--- config.mk ---
export PLATFORM = sky130hd
export DESIGN_NAME = bmain_line_fill
export DESIGN_NICKNAME = d
export VERILOG_FILES = /design/src/rtl/bmain_line_fill.sv
export SDC_FILE = /design/constraint.sdc
export NUM_CORES = 1
export LEC_CHECK = 0
export CAP_MARGIN = 20
export CORE_MARGIN = 3
export CORE_UTILIZATION = 41
export DETAILED_ROUTE_END_ITERATION = 8
export PLACE_DENSITY = 0.77
export SYNTH_ARGS = -nofsm -noshare
export SYNTH_HDL_FRONTEND = slang
export SYNTH_SLANG_ARGS = --single-unit
--- constraint.sdc ---
create_clock -name clk_core -period 1.8 [get_ports clk_core]
set_input_delay 0.36 -clock clk_core [delete_from_list [all_inputs] [get_ports clk_core]]
set_output_delay 0.36 -clock clk_core [all_outputs]
set_load 0.005 [all_outputs]
--- src/rtl/bmain_line_fill.sv ---
// bmain_line_fill: read-burst initiator on the bmain bus.
// Takes a 16-byte line-fill request and issues one read command. It then gathers
// four 32-bit beats into a 128-bit line and returns that line with an error flag.
// Optional build macro: BMAIN_FILL_TIMEOUT_EN adds a no-progress watchdog of
// TIMEOUT_W bits. When it expires, the fill ends with resp_error set and no error
// acknowledge. Without the macro the block waits for the target indefinitely.

module bmain_line_fill #(
    parameter int TIMEOUT_W = 8
) (
    input  logic          clk_core,
    input  logic          reset_n,
    // line-fill request from the cache
    input  logic          req_valid,
    output logic          req_ready,
    input  logic [27:4]   req_addr,
    // filled line back to the cache
    output logic          resp_valid,
    input  logic          resp_ready,
    output logic [127:0]  resp_data,
    output logic          resp_error,
    // bmain command channel
    output logic          fill_cvalid,
    input  logic          bmain_cready,
    output logic          fill_cmd,
    output logic [27:2]   fill_addr,
    // bmain read-data channel
    input  logic          bmain_rvalid,
    output logic          fill_rready,
    input  logic          bmain_rlast,
    input  logic [31:0]   bmain_rdata,
    // bmain error signalling
    input  logic          bmain_error,
    output logic          fill_eack
);

    typedef enum logic [2:0] {
        ST_IDLE,
        ST_CMD,
        ST_DATA,
        ST_ERR,
        ST_RESP
    } state_t;

    state_t     state;
    logic [1:0] beat;

`ifdef BMAIN_FILL_TIMEOUT_EN
    logic [TIMEOUT_W-1:0] timer;
    logic                 timer_expired;

    // The watchdog trips once the counter has reached all-ones without any progress.
    assign timer_expired = &timer;
`endif

    // Only reads are ever issued.
    assign fill_cmd = 1'b0;

    // Fill sequencer: the state and every registered output are updated together.
    always_ff @(posedge clk_core) begin
        if (!reset_n) begin
            state       <= ST_IDLE;
            beat        <= 2'd0;
            req_ready   <= 1'b1;
            resp_valid  <= 1'b0;
            // NOTE: the 128-bit line buffer is reset explicitly. It drives resp_data
            // directly, and resp_data must read as zero out of reset.
            resp_data   <= '0;
            resp_error  <= 1'b0;
            fill_cvalid <= 1'b0;
            fill_addr   <= '0;
            fill_rready <= 1'b0;
            fill_eack   <= 1'b0;
`ifdef BMAIN_FILL_TIMEOUT_EN
            timer       <= '0;
`endif
        end else begin
            // NOTE: every sequential assignment here is non-blocking. That lets this
            // default be overridden by the state branches below without races.
            fill_eack <= 1'b0;

            case (state)
                ST_IDLE: begin
                    // A stray bus error while no fill is in progress is only acknowledged.
                    fill_eack <= bmain_error;
                    if (req_valid) begin
                        fill_addr   <= {req_addr, 2'b00};
                        resp_data   <= '0;
                        resp_error  <= 1'b0;
                        beat        <= 2'd0;
                        req_ready   <= 1'b0;
                        fill_cvalid <= 1'b1;
                        state       <= ST_CMD;
`ifdef BMAIN_FILL_TIMEOUT_EN
                        timer       <= '0;
`endif
                    end
                end

                ST_CMD: begin
                    if (bmain_error) begin
                        fill_cvalid <= 1'b0;
                        fill_eack   <= 1'b1;
                        resp_error  <= 1'b1;
                        state       <= ST_ERR;
                    end else if (bmain_cready) begin
                        fill_cvalid <= 1'b0;
                        fill_rready <= 1'b1;
                        state       <= ST_DATA;
`ifdef BMAIN_FILL_TIMEOUT_EN
                        timer       <= '0;
                    end else if (timer_expired) begin
                        fill_cvalid <= 1'b0;
                        resp_error  <= 1'b1;
                        resp_valid  <= 1'b1;
                        state       <= ST_RESP;
                    end else begin
                        timer       <= timer + 1'b1;
`endif
                    end
                end

                ST_DATA: begin
                    if (bmain_error) begin
                        fill_rready <= 1'b0;
                        fill_eack   <= 1'b1;
                        resp_error  <= 1'b1;
                        state       <= ST_ERR;
                    end else if (bmain_rvalid) begin
                        resp_data[32*beat +: 32] <= bmain_rdata;
                        beat                     <= beat + 2'd1;
`ifdef BMAIN_FILL_TIMEOUT_EN
                        timer                    <= '0;
`endif
                        // The burst ends on the fourth beat or on an early rlast.
                        // A well-formed burst has rlast on the fourth beat and nowhere else.
                        if (beat == 2'd3 || bmain_rlast) begin
                            fill_rready <= 1'b0;
                            resp_valid  <= 1'b1;
                            resp_error  <= !(beat == 2'd3 && bmain_rlast);
                            state       <= ST_RESP;
                        end
`ifdef BMAIN_FILL_TIMEOUT_EN
                    end else if (timer_expired) begin
                        fill_rready <= 1'b0;
                        resp_error  <= 1'b1;
                        resp_valid  <= 1'b1;
                        state       <= ST_RESP;
                    end else begin
                        timer       <= timer + 1'b1;
`endif
                    end
                end

                ST_ERR: begin
                    // The acknowledge pulse ends here through the default above.
                    resp_valid <= 1'b1;
                    state      <= ST_RESP;
                end

                ST_RESP: begin
                    fill_eack <= bmain_error;
                    if (resp_ready) begin
                        resp_valid <= 1'b0;
                        req_ready  <= 1'b1;
                        state      <= ST_IDLE;
                    end
                end

                default: begin
                    fill_cvalid <= 1'b0;
                    fill_rready <= 1'b0;
                    resp_valid  <= 1'b0;
                    req_ready   <= 1'b1;
                    state       <= ST_IDLE;
                end
            endcase
        end
    end

endmodule
Word level (Yosys, flattened, before mapping)

Index checks and enable logic that the tools add are counted.

Add/sub/neg operators: 2
Eq/ne operators: 16
Shift operators: 2
Muxes and demuxes: 42
Bitwise logic cells: 4
Reductions and logical operators: 20

Operators by type and width:

| cell                                                                      | number |
|---|---|
| 128-bit 2-to-1 mux                                                        | 3 |
| 128-bit one-hot mux with 2 select lines                                   | 1 |
| 128-bit bitwise mux                                                       | 1 |
| 32-bit by 34-bit variable shift with 128-bit output, first input constant | 1 |
| 32-bit by 34-bit indexed part select with 128-bit output                  | 1 |
| 7-bit negator with 34-bit output                                          | 1 |
| 3-bit 2-to-1 mux                                                          | 7 |
| 5-bit AND reduction                                                       | 4 |
| 1-bit 2-to-1 mux                                                          | 19 |
| 2-bit != test, second input constant                                      | 8 |
| 3-bit one-hot mux with 5 select lines                                     | 1 |
| 1-bit one-hot mux with 3 select lines                                     | 4 |
| 3-bit != test, second input constant                                      | 3 |
| 3-bit OR reduction                                                        | 3 |
| 3-bit by 2-bit == test with 1-bit output, second input constant           | 2 |
| 2-bit 2-to-1 mux                                                          | 3 |
| 3-bit AND reduction                                                       | 2 |
| 2-bit OR reduction                                                        | 3 |
| 1-bit NOT                                                                 | 4 |
| 1-bit one-hot mux with 4 select lines                                     | 1 |
| 2-bit one-hot mux with 2 select lines                                     | 1 |
| 4-bit AND reduction                                                       | 1 |
| 3-bit by 1-bit == test with 1-bit output, second input constant           | 1 |
| 3-bit == test, second input constant                                      | 1 |
| other kinds (10)                                                          | 10 |

Register bits: 163

Longest topological paths before layout

Gate-level depths: netlist of run 1.

Depth after elaboration: 7
Gate-level depth with buffers: 7
Depth with buffers taken out: 5

Worst setup path before layout of run 1

OpenSTA, ideal clock, no wires.

Kind: reg-to-reg
From: register beat[0]
To: register resp_data[34]
Arrival time: 1701 ps
Required time: 1684 ps
Path slack: -18 ps
Stages on the path, launching flop included: 8
Path buffers: 2
Cell sequence: dfxtp_1 inv_1 ha_1 and3_1 and3_1 clkbuf_1 buf_2 a41o_1

Cells in the longest elaborated chain, start to end: 6
Elaborated cells between the ends (all ways): 7
Classes of those cells: 1 x add/sub; 2 x shift; 4 x mux

Ends and longest elaborated chain:

| item                                                                                                                            | RTL line | RTL |
|---|---|---|
| from (decl)                                                                                                                     | 46       | `logic [1:0] beat;` |
| from (signal assigned)                                                                                                          | 131      | `beat <= beat + 2'd1;` |
| 7-bit negator with 34-bit output (*)                                                                                            | 130      | `resp_data[32*beat +: 32] <= bmain_rdata;` |
| 32-bit by 34-bit indexed part select with 128-bit output or 32-bit by 34-bit variable shift with 128-bit output (tied branches) | 130      |  |
| 128-bit bitwise mux (*)                                                                                                         | 130      |  |
| 128-bit 2-to-1 mux (*)                                                                                                          | 129      | `end else if (bmain_rvalid) begin` |
| 128-bit 2-to-1 mux (*)                                                                                                          | 124      | `if (bmain_error) begin` |
| 128-bit one-hot mux with 2 select lines (*)                                                                                     | 82       | `case (state)` |
| to (signal, indexed assignment)                                                                                                 | 130      |  |
| to (decl)                                                                                                                       | 20       | `output logic [127:0] resp_data,` |

Every way passes the cells marked *; elsewhere a longest branch is shown, timed or not. The select of a mux whose other input is x is not followed.
A chain may end at the register's enable or synchronous reset.

Worst setup path in the final report of run 1

From: register state[1]
To: register resp_data[86]

Cells in the longest elaborated chain, start to end: 3
Elaborated cells between the ends (all ways): 8
Classes of those cells: 4 x eq/ne; 1 x mux; 3 x reduce/logical

Ends and longest elaborated chain:

| item                                                                          | RTL line | RTL |
|---|---|---|
| from (decl)                                                                   | 45       | `state_t state;` |
| from (signal assigned)                                                        | 62       | `state <= ST_IDLE;` |
| from (signal assigned)                                                        | 93       | `state <= ST_CMD;` |
| from (signal assigned)                                                        | 105      | `state <= ST_ERR;` |
| 3-bit by 2-bit == test with 1-bit output or 3-bit logical NOT (tied branches) | 82       |  |
| 2-bit != test (no line) or 2-bit nonzero test (tied branches)                 | -        |  |
| 4-bit AND reduction (no line)                                                 | -        |  |

Parallel ways exist; a longest one is shown, timed or not.

==> results of run 1 <==
-- cells by family (layout without fill, tap and decap cells) --
family,after synthesis,in the layout
adder cells (fa/ha/maj),6,6
AND/OR/NAND/NOR,244,244
buffers and inverters,88,302
flip-flops,163,163
other,1,3
XOR/XNOR,1,1
AO/OA/AOI/OAI,182,182
multiplexers,1,1
-- final timing paths --
kind / from / to / slack, ns / cells past startpoint
max: state[1] / resp_data[86] / -0.02 / 4
min: reset_n / beat[1] / 0.27 / 3
max reg2reg: state[1] / resp_data[86] / -0.02 / 4
min reg2reg: fill_addr[6] / fill_addr[6] / 0.45 / 2
-- power groups by stage --
stage	clock, mW	combinational, mW	sequential (mW)
2_1_floorplan	0	0.587	3.82
3_3_place_gp	0	1.25	3.81
3_5_place_dp	0	1.26	3.81
4_1_cts	3.82	1.27	3.73
5_1_grt	3.97	1.36	3.74
6_report	3.76	1.27	3.73
-- final cells by class --
cell class,count,area [µm²]
fill,1275,5600
clock inverter,14,176
tap,211,264
multi-input combinational,437,2960
timing repair buffer,260,2680
sequential,163,3270
clock buffer,18,439
inverter,10,37.5
-- cells in the final DEF (no fill, tap or decap), types with 4 or more instances in the layout --
cell type        count
a21oi_1             27
a21oi_4              4
a41o_1              96
and3_1              98
buf_12              14
buf_4               24
clkbuf_16           17
clkdlybuf4s50_1    217
clkinv_4             4
dfxtp_1            160
ha_1                 4
inv_1                6
nand2_1            120
nor2_1              10
o21ai_0              6
o22ai_1             32
-- worst min-delay path, stage by stage --
cell and delay (ns):
buf_6 0.15, nand2_1 0.07, o21ai_0 0.06
-- metal layers --
layer / vias up / GRT usage / part of all wire / wire length (µm)
met2: 198 / 0.342 / 0.45 / 9210
met4: 0 / 0.0583 / 0.013 / 265
met5: - / 0 / 0 / 0
met3: 19 / 0.0870 / 0.083 / 1680
met1: 2943 / 0.303 / 0.45 / 9150
li1: 2948 / - / - / -
-- flip-flops by register name (all words and copies together) (netlist names) --
signal and count:
resp_data 128, fill_addr 24, state 3, beat 2, fill_cvalid 1, fill_eack 1
fill_rready 1, req_ready 1, resp_error 1, resp_valid 1
-- what timing repair did --
item | 4_1_cts | 5_1_grt
resized for setup | 11 | 3
cloned | 0 | 0
setup buffers | 0 | 0
pin swaps | 53 | 39
hold endpoints to repair | 0 | 0
endpoints found under the setup margin | 96 | 128
-- through the flow --
step	setup WS [ns]	util	instance area [µm²]	cells
floorplan	0.0727	-	6570	688
global placement	-0.450	0.595	9190	1081
detailed placement	-0.515	0.595	9190	1081
CTS	-0.0396	0.636	9820	1113
global route	-0.101	0.637	9830	1113
finish	-0.0191	0.637	9830	1113
==> results_dict.tcl, run 1 <==
set metrics [dict create \
    ys_async_sr_fraction 0 \
    synth_most_common_cell "dfxtp_1" \
    avgSynthCellArea_um2 9.54 \
    crit_buf_inv 0 \
    seq_power_share 0.426 \
    die_w_um 132 \
    p_clk_frac 0.429 \
    grt_usage 0.226 \
    n_antenna_cell 0 \
    synth_xor_area_frac 0.00134 \
    crit_type "flop to flop" \
    vias 6108 \
    ys_ff_latch 163 \
    hold_slack_ns 0.268 \
    setup_tns_ns -0.193 \
    crit_arrival_ns 2.18 \
    cp_slowest_cell "a21oi_4" \
    synth_flop_cell "dfxtp_1" \
    violations "negative setup slack" \
    ys_types 46 \
    crit_required_ns 2.16 \
    clock-sinks 163 \
    syn-cell-area_um2 6550 \
    yosys_warnings 0 \
    end_kind "flop" \
    tritoncts "built" \
    rsz0062_at_grt "yes" \
    drt_iter0_drc 271 \
    antenna_found_initial 0 \
    grt_max_degree 81 \
    synth_top_family_by_area "compound AO/OA/AOI/OAI gates" \
    coreArea_um2 15400 \
    finalNetCount 959 \
    yosys.area_share.simple 0.189 \
    synth_common_cells "dfxtp_1 (163), nand2_1 (120), and3_1 (98)" \
    grt_pass1_vias 5751 \
    switching_share 0.262 \
    p_int_mw 6.47 \
    fin_crit_sh 1.01 \
    dp_hpwl_mm 13.3 \
    synth_adder_area_share 0.0115 \
    synth_top_area_share 0.499 \
    crit_path_max_fanout 32 \
    root_buffer "clkbuf_16" \
    cp_cell_sequence "and2b_4, o21ai_4, a21oi_4, a41o_1" \
    drive_gt1_frac 0.110 \
    setup_ws_ns -0.0191 \
    clk_path_buf_depth 2 \
    avgViaCountPerCell 5.49 \
    synth_cells 686 \
    drv_cap 0 \
    start_kind "flop" \
    fmax_mhz 550 \
    ir_drop_mv 0.568 \
    power_density_nw_per_um2 891 \
    yosysSeqAreaShare 0.499 \
    p_comb_frac 0.145 \
    rows 45 \
    path_clk_slew_ns 0.06 \
    cts_hold_buf 0 \
    grt_pass1_wl_mm 32.2 \
    slew_headroom 0.349 \
    wl_per_cell_um 18.2 \
    port_buffers 221 \
    fin_skew_ns 0.00593 \
    worstSkewPairLatency_ns 0.42 \
    grt-ovfl-total 0 \
    status "finished, violations left" \
    power_leakage_nw 4.77 \
    antenna_left 0 \
    start_util 0.424 \
    drc 0 \
    slowest_delay_ns 0.76 \
    drv_slew 0 \
    yosysTopAreaCell "dfxtp_1" \
    crit_family "compound AO/OA/AOI/OAI gates" \
    period_minus_slack_ns 1.82 \
    hold_viol_final 0 \
    syn_to_final_growth_pct 50.2 \
    min_path_type "input port to flop" \
    worst_slew_pin_slew_ns 0.975 \
    cts-htree-levels 4 \
    wirelength_mm 20.3 \
    synth.area.top_cells "dfxtp_1 (50%), a41o_1 (15%), and3_1 (9.4%), nand2_1 (6.9%), o22ai_1 (3.1%)" \
    synth_compound_area_frac 0.234 \
    die_h_um 132 \
    finalWeightedCongestion 0.924 \
    switchingPower_mw 2.29 \
    setup_viol 26 \
    dr.pass1.iters 5 \
    synthMuxAreaShare 0.00153 \
    dieArea_um2 17500 \
    io_pins 225 \
    cts_made_buffers 17 \
    p_total_mw 8.76 \
    synth_edf_count 0 \
]
Power figures use the tool's default switching activity.
==> run 2: changes to the inputs <==
--- a/config.mk
+++ b/config.mk
@@ -8,6 +8,7 @@
 export CAP_MARGIN = 20
 export CORE_MARGIN = 3
 export CORE_UTILIZATION = 41
+export CTS_CLUSTER_DIAMETER = 200
 export DETAILED_ROUTE_END_ITERATION = 8
 export PLACE_DENSITY = 0.77
 export SYNTH_ARGS = -nofsm -noshare
==> results of run 2 <==
The final DEF is identical to that of run 1; final timing and power are the same.
==> run 3: changes to the inputs <==
==> constraint.sdc (replaced) <==
create_clock -name clk_core -period 1.6 [get_ports clk_core]
set_input_delay 0.32 -clock clk_core [delete_from_list [all_inputs] [get_ports clk_core]]
set_output_delay 0.32 -clock clk_core [all_outputs]
set_load 0.005 [all_outputs]
==> run 3 against run 2 <==
Net effect:
- the run still ends with negative setup slack left
- combinational power grew 71%
- cell count grew 5.7%
- clock-buffer cell count grew 2
- power grew 20%
- clock power grew 9.6%
- via count grew 11%
- critical path depth grew 4
- non-clock buffer count grew 59
==> results_dict.tcl, run 3 (synthesis results as in run 1) <==
set metrics [dict create \
    status "finished, violations left" \
    violations "negative setup slack" \
    min_path_type "input port to flop" \
    regMostFlops "resp_data" \
    slowest_delay_ns 0.40 \
    p_clk_frac 0.393 \
    drv_slew 0 \
    power_density_nw_per_um2 931 \
    crit_path_max_fanout 14 \
    grt_usage 0.257 \
    crit_type "flop to flop" \
    cp_slowest_cell "dfxtp_4" \
    clock-sinks 163 \
    switchingPower_mw 2.90 \
    syn_to_final_growth_pct 72.1 \
    drc 0 \
    start_util 0.424 \
    port_buffers 221 \
    grt_max_degree 99 \
    place_ws_ns -0.693 \
    io_pins 225 \
    dp_hpwl_mm 13.7 \
    largest_register_ff_count 128 \
    finalNetCount 1023 \
    grt_pass1_wl_mm 36.0 \
    switching_share 0.276 \
    wirelength_mm 25.6 \
    drv_cap 0 \
    tritoncts "built" \
    p_comb_frac 0.207 \
    start_kind "flop" \
    wl_per_cell_um 21.8 \
    worstSkewPairLatency_ns 0.43 \
    crit_arrival_ns 2.05 \
    setup_ws_ns -0.0970 \
    fin_crit_sh 1.06 \
    hold_viol_final 0 \
    clk_path_buf_depth 2 \
    grt_pass1_vias 6316 \
    crit_family "buffers and inverters" \
    die_w_um 132 \
    setup_viol 120 \
    top_regs "resp_data x128, fill_addr x24, state x3" \
    dieArea_um2 17500 \
    path_clk_slew_ns 0.07 \
    cts-htree-levels 4 \
    drt_iter0_drc 512 \
    p_int_mw 7.59 \
    setup_tns_ns -5.56 \
    final_area_um2 11300 \
    power_leakage_nw 6.79 \
    finalWeightedCongestion 0.839 \
    crit_path_frequent_cell "buf_4" \
    n_antenna_cell 0 \
    rsz0062_at_grt "yes" \
    mostFrequentLayoutCells "dfxtp_1 (138), nand2_1 (120), a41o_1 (96), dlygate4sd2_1 (83), clkdlybuf4s50_1 (69)" \
    dpl.cell_count 1092 \
    crit_buf_inv 5 \
    dr.pass1.iters 5 \
    avgViaCountPerCell 5.78 \
    cts_hold_buf 0 \
    antenna_left 0 \
    antenna_found_initial 0 \
    end_kind "flop" \
    vias 6796 \
    cts_made_buffers 17 \
    period_minus_slack_ns 1.70 \
    die_h_um 132 \
    p_total_mw 10.5 \
    seq_power_share 0.401 \
    instances_no_fill 1176 \
    rows 45 \
    cp_cell_sequence "inv_4, buf_4, ha_4, buf_4, nor3_4, buf_6, buf_12, a41o_1" \
    coreArea_um2 15400 \
    crit_required_ns 1.96 \
    final_common_cell "dfxtp_1" \
    ir_drop_mv 0.781 \
    drive_gt1_frac 0.260 \
    grt-ovfl-total 0 \
    fmax_mhz 589 \
    root_buffer "clkbuf_16" \
    fin_skew_ns 0.0119 \
    place_area_um2 9250 \
]
==> run 3: changes by cell type in the layout (fill, tap and decap cells not counted), sizes merged <==
| cell | delta |
|---|---|
| clkdlybuf4s50 | -148 |
| dlymetal6s2s | +68 |
| bufinv | -1 |
| inv | -3 |
| dlygate4sd2 | +80 |
| clkinvlp | +1 |
| clkbuf | +10 |
| a21oi | +4 |
| o21ai | +1 |
| buf | +51 |
==> run 3: repair_timing <==
action / 4_1_cts / 5_1_grt
gates resized for setup: 143 / 155
setup endpoints to repair: 225 / 199
gates cloned: 10 / 9
pin swaps: 21 / 67
setup buffers: 26 / 10
==> run 3: final timing paths <==
| path | from | endpoint | slack (ns) | cells after the start |
|---|---|---|---|---|
| worst max register to register | beat[0] | resp_data[89] | -0.1 | 8 |
| worst max-delay path | beat[0] | resp_data[89] | -0.1 | 8 |
| worst min-delay path | reset_n | resp_data[14] | 0.32 | 2 |
| worst min register to register | fill_addr[16] | fill_addr[16] | 0.45 | 2 |
==> run 3: area by class of cell <==
class | count | area (µm²)
Clock inverter | 11 | 128
Tap cell | 211 | 264
Multi-Input combinational cell | 442 | 3450
Clock buffer | 20 | 467
Sequential cell | 163 | 3300
Fill cell | 1102 | 4160
Timing Repair Buffer | 319 | 3600
Inverter | 10 | 55.1
==> run 3: power groups by stage <==
stage	registers [mW]	logic, mW	clock network [mW]
6_report	4.20	2.17	4.12
5_1_grt	4.21	2.26	4.32
4_1_cts	4.21	1.81	4.15
3_5_place_dp	4.29	1.41	0
3_3_place_gp	4.29	1.39	0
2_1_floorplan	4.29	0.660	0
==> run 3: metrics by stage <==
| step | utilization | hold WS (ns) |
|---|---|---|
| 4_1_cts | 0.673 | 0.306 |
| 3_3_place_gp | 0.599 | 0.442 |
| 6_report | 0.730 | 0.321 |
| 5_1_grt | 0.730 | 0.326 |
| 2_1_floorplan | - | 0.451 |
| 3_5_place_dp | 0.599 | 0.447 |
==> run 3: per-layer routing <==
| layer | GRT usage | share of wire |
|---|---|---|
| met5 | 0 | 0 |
| met4 | 0.0751 | 0.021 |
| met3 | 0.0767 | 0.085 |
| met2 | 0.402 | 0.48 |
| met1 | 0.343 | 0.42 |
